<file path="config.mk">
export PLATFORM = sky130hd
export DESIGN_NAME = csi_tx_pkt_ctrl
export DESIGN_NICKNAME = d
export VERILOG_FILES = /design/src/rtl/csi_tx_pkt_ctrl.sv
export SDC_FILE = /design/constraint.sdc
export NUM_CORES = 1
export LEC_CHECK = 0
export CAP_MARGIN = 10
export CORE_ASPECT_RATIO = 1.2
export CORE_MARGIN = 2
export CORE_UTILIZATION = 50
export DETAILED_ROUTE_END_ITERATION = 7
export PLACE_DENSITY = 0.82
export SLEW_MARGIN = 10
export SYNTH_ARGS = -nofsm -noshare
export SYNTH_HDL_FRONTEND = slang
export SYNTH_SLANG_ARGS = --single-unit
</file>
<file path="constraint.sdc">
create_clock -name csi_clk -period 2.2 [get_ports csi_clk]
set_input_delay 0.22 -clock csi_clk [delete_from_list [all_inputs] [get_ports csi_clk]]
set_output_delay 0.22 -clock csi_clk [all_outputs]
set_load 0.005 [all_outputs]
</file>
<file path="src/rtl/csi_tx_pkt_ctrl.sv">
// CSI-2 transmit packet sequencer for one D-PHY data lane (8-bit PPI, HS only).
// Emits header, FIFO payload and CRC-16 footer over the PPI HS request/ready handshake.
module csi_tx_pkt_ctrl #(
    parameter int unsigned CNT_W  = 16,
    parameter int unsigned HS_GAP = 4
) (
    input  logic             csi_clk,
    input  logic             rst,
    input  logic             cfg_en,
    input  logic             start,
    input  logic [7:0]       cfg_di,
    input  logic [15:0]      cfg_wc,
    input  logic [7:0]       cfg_ecc,
    input  logic             fifo_empty,
    input  logic [7:0]       fifo_data,
    output logic             fifo_rd,
    output logic             tx_request_hs,
    input  logic             tx_ready_hs,
    output logic [7:0]       tx_data_hs,
    output logic             busy,
    output logic             done,
    output logic             underrun,
    output logic [CNT_W-1:0] pkt_cnt
);

    localparam logic [7:0] GapLast = 8'(HS_GAP - 1);

    typedef enum logic [2:0] {StIdle, StHdr, StPay, StCrc, StGap} state_e;

    state_e           state_q, state_d;
    logic [7:0]       di_q, di_d;
    logic [15:0]      wc_q, wc_d;
    logic [7:0]       ecc_q, ecc_d;
    logic [1:0]       idx_q, idx_d;
    logic [15:0]      pay_cnt_q, pay_cnt_d;
    logic [15:0]      crc_q, crc_d;
    logic [7:0]       gap_q, gap_d;
    logic [CNT_W-1:0] pkt_cnt_q, pkt_cnt_d;
    logic [7:0]       pay_byte;
    logic             is_short;

    // CCITT CRC-16, reflected polynomial, one byte LSB-first.
    function automatic logic [15:0] crc16_byte(input logic [15:0] crc, input logic [7:0] b);
        logic [15:0] c;
        c = crc ^ {8'h00, b};
        for (int i = 0; i < 8; i++) begin
            c = c[0] ? ((c >> 1) ^ 16'h8408) : (c >> 1);
        end
        return c;
    endfunction

    assign is_short = (di_q[5:0] < 6'h10);
    assign pay_byte = fifo_empty ? 8'h00 : fifo_data;
    assign pkt_cnt  = pkt_cnt_q;

    always_ff @(posedge csi_clk or negedge rst) begin
        if (!rst) begin
            state_q   <= StIdle;
            di_q      <= 8'h00;
            wc_q      <= 16'h0000;
            ecc_q     <= 8'h00;
            idx_q     <= 2'd0;
            pay_cnt_q <= 16'h0000;
            crc_q     <= 16'hFFFF;
            gap_q     <= 8'h00;
            pkt_cnt_q <= '0;
        end else begin
            state_q   <= state_d;
            di_q      <= di_d;
            wc_q      <= wc_d;
            ecc_q     <= ecc_d;
            idx_q     <= idx_d;
            pay_cnt_q <= pay_cnt_d;
            crc_q     <= crc_d;
            gap_q     <= gap_d;
            pkt_cnt_q <= pkt_cnt_d;
        end
    end

    always_comb begin
        state_d       = state_q;
        di_d          = di_q;
        wc_d          = wc_q;
        ecc_d         = ecc_q;
        idx_d         = idx_q;
        pay_cnt_d     = pay_cnt_q;
        crc_d         = crc_q;
        gap_d         = gap_q;
        pkt_cnt_d     = pkt_cnt_q;
        tx_request_hs = 1'b0;
        tx_data_hs    = 8'h00;
        fifo_rd       = 1'b0;
        underrun      = 1'b0;
        done          = 1'b0;
        busy          = (state_q != StIdle);

        case (state_q)
            StIdle: begin
                if (start && cfg_en) begin
                    di_d      = cfg_di;
                    wc_d      = cfg_wc;
                    ecc_d     = cfg_ecc;
                    idx_d     = 2'd0;
                    pay_cnt_d = 16'h0000;
                    crc_d     = 16'hFFFF;
                    state_d   = StHdr;
                end
            end
            StHdr: begin
                tx_request_hs = 1'b1;
                case (idx_q)
                    2'd0:    tx_data_hs = di_q;
                    2'd1:    tx_data_hs = wc_q[7:0];
                    2'd2:    tx_data_hs = wc_q[15:8];
                    default: tx_data_hs = ecc_q;
                endcase
                if (tx_ready_hs) begin
                    idx_d = idx_q + 2'd1;
                    if (idx_q == 2'd3) begin
                        idx_d = 2'd0;
                        if (is_short) begin
                            gap_d   = 8'h00;
                            state_d = StGap;
                        end else if (wc_q == 16'h0000) begin
                            state_d = StCrc;
                        end else begin
                            state_d = StPay;
                        end
                    end
                end
            end
            StPay: begin
                tx_request_hs = 1'b1;
                tx_data_hs    = pay_byte;
                fifo_rd       = tx_ready_hs && !fifo_empty;
                // An empty FIFO still yields a counted, CRC-covered 0x00 byte.
                underrun      = tx_ready_hs && fifo_empty;
                if (tx_ready_hs) begin
                    crc_d     = crc16_byte(crc_q, pay_byte);
                    pay_cnt_d = pay_cnt_q + 16'd1;
                    if (pay_cnt_q == wc_q - 16'd1) begin
                        state_d = StCrc;
                    end
                end
            end
            StCrc: begin
                tx_request_hs = 1'b1;
                tx_data_hs    = idx_q[0] ? crc_q[15:8] : crc_q[7:0];
                if (tx_ready_hs) begin
                    if (idx_q[0]) begin
                        idx_d   = 2'd0;
                        gap_d   = 8'h00;
                        state_d = StGap;
                    end else begin
                        idx_d = 2'd1;
                    end
                end
            end
            StGap: begin
                if (gap_q == 8'h00) begin
                    done      = 1'b1;
                    pkt_cnt_d = pkt_cnt_q + CNT_W'(1);
                end
                if (gap_q == GapLast) begin
                    state_d = StIdle;
                end else begin
                    gap_d = gap_q + 8'd1;
                end
            end
            default: state_d = StIdle;
        endcase
    end

endmodule

</file>
==> metrics <==
slew margin rel. 52.53%; Max Cap Viol 0; global-route wire length before repair 23,710 um; number of cell rows 41; Core Area 10,410 um2; kind of critical path flip-flop to output pin; WP data arrival 2.18 ns; CTS tree built; worst path cell trace inv_4 -> ha_4 -> a222oi_1 -> a211oi_2 -> o21ai_1 -> a21oi_1 -> buf_2; CTS Buf Count 9; Pins Over Slew Limit 0; Inserted Diodes 0; Post-synth EDFFs 0; Multi-input gate area 2982 um2; Tmin final 2.402 ns; violated checks setup timing; CTS Sinks 93; Initial Util 50.92%; setup TNS -0.7194 ns; Area Overhead vs Synth 33.60%; Die W 98.01 um; Syn Nets 587; Placer Congestion 0.9403; Worst-path clk slew 0.07 ns; Worst Hold Class primary input to asynchronous set/reset pin; H-tree levels 3; fin cells 785; peak supply drop 0.8135 mV; post-route cell area 7084 um2; Die H 116.8 um; Placed Area 6549 um2; total power 9.041 mW; Final Cycle Share 109.2%; total track usage 26.07%; drt drc 0; detailed router's first-iteration violation count 519; Critical Path Sink Type output pin; Post-synth top flop dfrtp_1; synth top area cells dfrtp_1, mux2_2, dfstp_2; final WL 15,480 um; die footprint 11,450 um2; CP max stage delay 0.54 ns; WHS 0.4628 ns; Register Area 2350 um2; worst skew pair latency 0.35 ns; DP HPWL 10,170 um; actual slew at the worst max-slew pin 0.7120 ns; initial antenna violation count 0; synthesis-stage register bit count 93; placed cell count 762; mux contribution to synthesized area 9.391%; crit start category flip-flop; XOR/XNOR share of the synthesized area 12.39%; P_leak 2.960 nW; slowest CP cell a222oi_1; Synth Area in Adders 2.360%; Via density 6.069; Post-Route Utilization 68.03%; layout cells sized above 1 28.35%; Place WS -0.1552 ns; mapped cell area 5303 um2; largest area contributor in the netlist dfrtp_1; Worst Path Buf+Inv 2; WL/cell 19.72 um; global route overflow 0; clk root buf clkbuf_16; synth warn 0; status finished with violations; largest family of logic cells by synthesized area simple AND/OR/NAND/NOR gates; power density over cell area 1276 nW/um2; compound-gate portion of the synthesized area 11.23%; Clock Tree Buf Depth 2; Max Clock Skew 0.005582 ns; vias in the first global route 4,838; RSZ-0062 raised after global routing yes; Seq/Total Area, Yosys 44.27%; Avg Cell Area, Syn 9.986 um2; Crit path max-delay family compound AO/OA/AOI/OAI gates; Fin. Hold Viols 0; Synth top area share 36.34%; fillers 718; Synth Area in Simple Gates 17.20%; CP required 1.98 ns; I/O pin count 75; unique cell type count in the Yosys netlist 58; pin count of the biggest net entering global routing 52; Max Fclk 416.3 MHz; via count 4,764; Setup violations, final 7; asr flop ratio synth 100.0%; antenna-violating nets left 0; Final nets 707; Pre-antenna DRT Iters 8; Mapped Cells 531; PortBufs 74; worst setup margin -0.2019 ns; CP Max Fanout 5
==> report_power, final <==
| group | switching, mW | leakage, nW | internal [mW] |
|---|---|---|---|
| combinational | 2.30 | 1.64 | 2.15 |
| sequential | 0.566 | 1.16 | 2.32 |
| clock | 0.706 | 0.160 | 1.00 |
| total | 3.57 | 2.96 | 5.47 |
==> cells by family after synthesis <==
group | count (synthesis)
adder cells (fa/ha/maj) | 10
flip-flops | 93
multiplexers | 45
AND/OR/NAND/NOR | 176
AO/OA/AOI/OAI | 92
XOR/XNOR | 75
buffers and inverters | 40
==> metal layers <==
| layer | part of all wire [%] | global-route usage [%] | up-vias | wire (um) |
|---|---|---|---|---|
| li1 | - | - | 2116 | - |
| met1 | 38 | 30.67 | 2281 | 5908 |
| met2 | 48 | 45.21 | 280 | 7493 |
| met3 | 7.6 | 5.938 | 87 | 1177 |
| met4 | 5.8 | 13.24 | 0 | 900 |
| met5 | 0 | 0 | - | 0 |
==> timing repair <==
item,4_1_cts,5_1_grt
pin swaps,29,16
endpoints found under the setup margin,12,20
setup buffers,2,4
hold buffers,1,0
gates resized for setup,69,17
cloned,0,0
endpoints found under the hold margin,33,0
==> cell type report <==
| class | count | share of cell area, % |
|---|---|---|
| Clock inverter | 7 | 1.360 |
| Tap cell | 129 | 2.278 |
| Inverter | 11 | 0.6182 |
| Multi-Input combinational cell | 398 | 42.09 |
| Timing Repair Buffer | 138 | 17.31 |
| Clock buffer | 9 | 3.179 |
| Sequential cell | 93 | 33.17 |
==> synth_stat cells, types with 4 or more instances <==
| cell | instances |
|---|---|
| nor2b_1 | 10 |
| nand3_1 | 15 |
| buf_1 | 4 |
| a21oi_1 | 31 |
| o21ai_0 | 22 |
| o22ai_1 | 6 |
| nand2_1 | 23 |
| inv_1 | 11 |
| xnor2_1 | 45 |
| mux2i_1 | 7 |
| mux2_2 | 38 |
| and3_1 | 11 |
| nor3_1 | 8 |
| nor4_1 | 7 |
| a222oi_1 | 8 |
| a31oi_1 | 4 |
| clkbuf_1 | 21 |
| dfstp_2 | 16 |
| xor2_1 | 30 |
| ha_1 | 10 |
| and2_1 | 5 |
| nand4_1 | 9 |
| or3_1 | 4 |
| dfrtp_1 | 77 |
| nand2b_1 | 5 |
| nor2_1 | 61 |
==> placed cells by master (no fill, tap or decap), drive strengths merged, types with 3 or more instances in the layout <==
| cell type | n |
|---|---|
| a21oi | 31 |
| a222oi | 8 |
| a31oi | 4 |
| and2 | 5 |
| and3 | 11 |
| buf | 71 |
| clkbuf | 10 |
| clkdlybuf4s50 | 63 |
| clkinv | 3 |
| dfrtp | 77 |
| dfstp | 16 |
| ha | 10 |
| inv | 13 |
| mux2 | 38 |
| mux2i | 7 |
| nand2 | 23 |
| nand2b | 5 |
| nand3 | 15 |
| nand4 | 9 |
| nor2 | 62 |
| nor2b | 10 |
| nor3 | 8 |
| nor4 | 9 |
| o21ai | 23 |
| o22ai | 6 |
| or3 | 4 |
| or4 | 4 |
| xnor2 | 45 |
| xor2 | 30 |
==> worst paths after layout <==
kind | cells after the start | start | slack [ns] | endpoint
min in group csi_clk | 2 | cfg_wc[3] | 0.49 | wc_q[3]
worst max-delay path | 7 | idx_q[1] | -0.20 | tx_data_hs[4]
max in group asynchronous | 3 | rst | 1.01 | wc_q[12]
worst max register to register | 7 | wc_q[3] | -0.08 | state_q[0]
worst min-delay path | 2 | rst | 0.46 | wc_q[2]
worst min register to register | 1 | pkt_cnt[7] | 0.49 | pkt_cnt[7]
==> flip-flops by register name, summed over array words and instances, names as in the netlist <==
signal / count
crc_q: 16
di_q: 8
ecc_q: 8
gap_q: 8
idx_q: 2
pay_cnt_q: 16
pkt_cnt: 16
state_q: 3
wc_q: 16
==> worst reg2reg max path: stages, from the launching register on <==
cell	delay [ns]
dfrtp_1	0.45
buf_4	0.17
xnor2_1	0.25
o211ai_1	0.17
a221o_1	0.29
or4_4	0.49
a2111oi_4	0.19
a31o_1	0.18
(Power assumes the default switching activity.)
==> patch, RTL diff (same flow settings) <==
Register the output `pkt_cnt` once more; this adds one clock of latency there. The other outputs are not delayed to match.
--- a/src/rtl/csi_tx_pkt_ctrl.sv
+++ b/src/rtl/csi_tx_pkt_ctrl.sv
@@ -53,3 +53,5 @@
     assign pay_byte = fifo_empty ? 8'h00 : fifo_data;
-    assign pkt_cnt  = pkt_cnt_q;
+    always_ff @(posedge csi_clk) begin
+        pkt_cnt <= pkt_cnt_q;
+    end
 
Formal check against the unedited RTL: not equivalent (Yosys sat finds a counterexample within 10 cycles, from zero or initial values and one cycle with rst low).
==> patch against the unedited design <==
- the flow still finishes with violations (setup timing)
- worst setup slack gained 0.098 ns
- die area grew 5.3%
- power grew 0.16%
- via count shrank 3.3%
- final area grew 2.1%
- synthesized area grew 5.5%
- routed wire length shrank 5.0%
- highest routed layer unchanged
- sequential cell count grew 16
- critical path type unchanged
==> patch: results (changes against the unedited design) <==
setup TNS -> -0.478 ns (+0.242 ns)
top cells by area, synth -> dfrtp_1 34%, dfstp_2 7.5%, mux2_2 7.4%
final net count -> 713 (+0.85%)
worst-case reg-to-reg path depth -> 9 (+2)
CP arrival -> 2.08 ns (-0.10 ns)
Async SR Flop Fraction -> 0.853 (-0.147)
detailed placer's ending HPWL -> 10,200 um (+0.15%)
Seq/Total Area, Yosys -> 0.477 (+0.0341)
HP Class -> reg2reg
DRT iter0 DRCs -> 310 (-40%)
static leakage -> 3.03 nW (+2.4%)
GP Congestion -> 0.880 (-6.5%)
final setup fails -> 7 (unchanged)
drt pass-1 iters -> 5 (-3)
worst slew pin tran -> 0.804 ns (+0.0919 ns)
first-pass GRT wire length -> 23,400 um (-1.3%)
number of global-route vias before repair -> 4,725 (-2.3%)
WL final -> 14,700 um (-5.0%)
reg2reg start -> wc_q[1]
status -> finished, violations left
clk_skew -> 0.00868 ns (+0.00310 ns)
Total GRT Usage -> 0.250 (-0.0110)
fraction of layout instances using a drive strength above 1 -> 0.263 (-0.0207)
violated checks -> setup timing
worst IR drop on VDD -> 720 uV (-11%)
critical path peak fanout -> 6 (+1)
syn nets -> 597 (+1.7%)
worst setup margin -> -0.104 ns (+0.0976 ns)
largest net degree at the start of global routing -> 63 (+21%)
[patch: through the flow]
| step | cell area [um^2] | cells | hold slack [ns] | setup WS (ns) |
|---|---|---|---|---|
| 3_3_place_gp | 6690 | 759 | 0.342 | -0.130 |
| 6_report | 7230 | 794 | 0.380 | -0.104 |
| 5_1_grt | 7230 | 794 | 0.399 | -0.160 |
| 3_5_place_dp | 6690 | 759 | 0.358 | -0.185 |
| 2_1_floorplan | 5600 | 541 | -0.0756 | 0.179 |
| 4_1_cts | 7120 | 787 | 0.381 | -0.171 |
[patch: cells by family (layout without fill, tap and decap cells)]
group                      after synthesis  after routing  synth area share
buffers and inverters                   36            157            0.0288
xor gates and xnor gates                77             77             0.121
DFF                                    109            109             0.477
adders and majority gates               10             10            0.0224
AOI/OAI and AO/OA                       77             77            0.0845
muxes                                   48             48            0.0946
and+or+nand+nor                        184            184             0.172
[patch: metal layers]
metal,vias to the layer above,part of all wire,global-route usage
li1,2105,-,-
met1,2270,0.40,0.301
met2,178,0.50,0.434
met3,52,0.052,0.0419
met4,0,0.040,0.112
met5,-,0,0
[patch: critical path: stages, from the launching register on]
cell and delay [ns]:
dfrtp_2 0.43, inv_4 0.06, ha_4 0.18, buf_6 0.12, a222oi_1 0.47, nor2_1 0.11, a21oi_2 0.14, o22ai_1 0.08
buf_2 0.14
[patch: worst max path at each step]
| stage | start | to | slack [ns] | cells past startpoint |
|---|---|---|---|---|
| detailed placement | idx_q[0] | tx_data_hs[3] | -0.18 | 7 |
| global route | idx_q[0] | tx_data_hs[3] | -0.16 | 7 |
| floorplan | wc_q[0] | state_q[0] | 0.18 | 9 |
| finish | idx_q[1] | tx_data_hs[5] | -0.10 | 8 |
| CTS | idx_q[1] | tx_data_hs[3] | -0.17 | 7 |
| global placement | idx_q[0] | tx_data_hs[3] | -0.13 | 7 |
[patch: what timing repair did]
action	4_1_cts	5_1_grt
gates cloned	0	0
hold buffers	1	0
gates resized for setup	52	23
pin swaps	20	19
endpoints found under the setup margin	12	27
endpoints found under the hold margin	44	0
buffers inserted	11	7
[patch: power by group through the flow]
stage / Sequential, mW / Combinational [mW] / Clock [mW]
2_1_floorplan: 3.06 / 2.46 / 0
3_3_place_gp: 3.20 / 3.68 / 0
3_5_place_dp: 3.23 / 3.78 / 0
4_1_cts: 3.18 / 4.04 / 1.61
5_1_grt: 3.29 / 4.58 / 1.67
6_report: 3.22 / 4.24 / 1.59
[patch: final cells by class]
type / count / area, um^2 / share of cell area
multi-input cells: 396 / 2900 / 0.401
flip-flops and latches: 109 / 2670 / 0.369
clock buffers: 11 / 243 / 0.0336
clock inverters: 5 / 42.5 / 0.00588
inverters: 10 / 42.5 / 0.00588
well taps: 132 / 165 / 0.0228
repair buffers: 131 / 1170 / 0.161
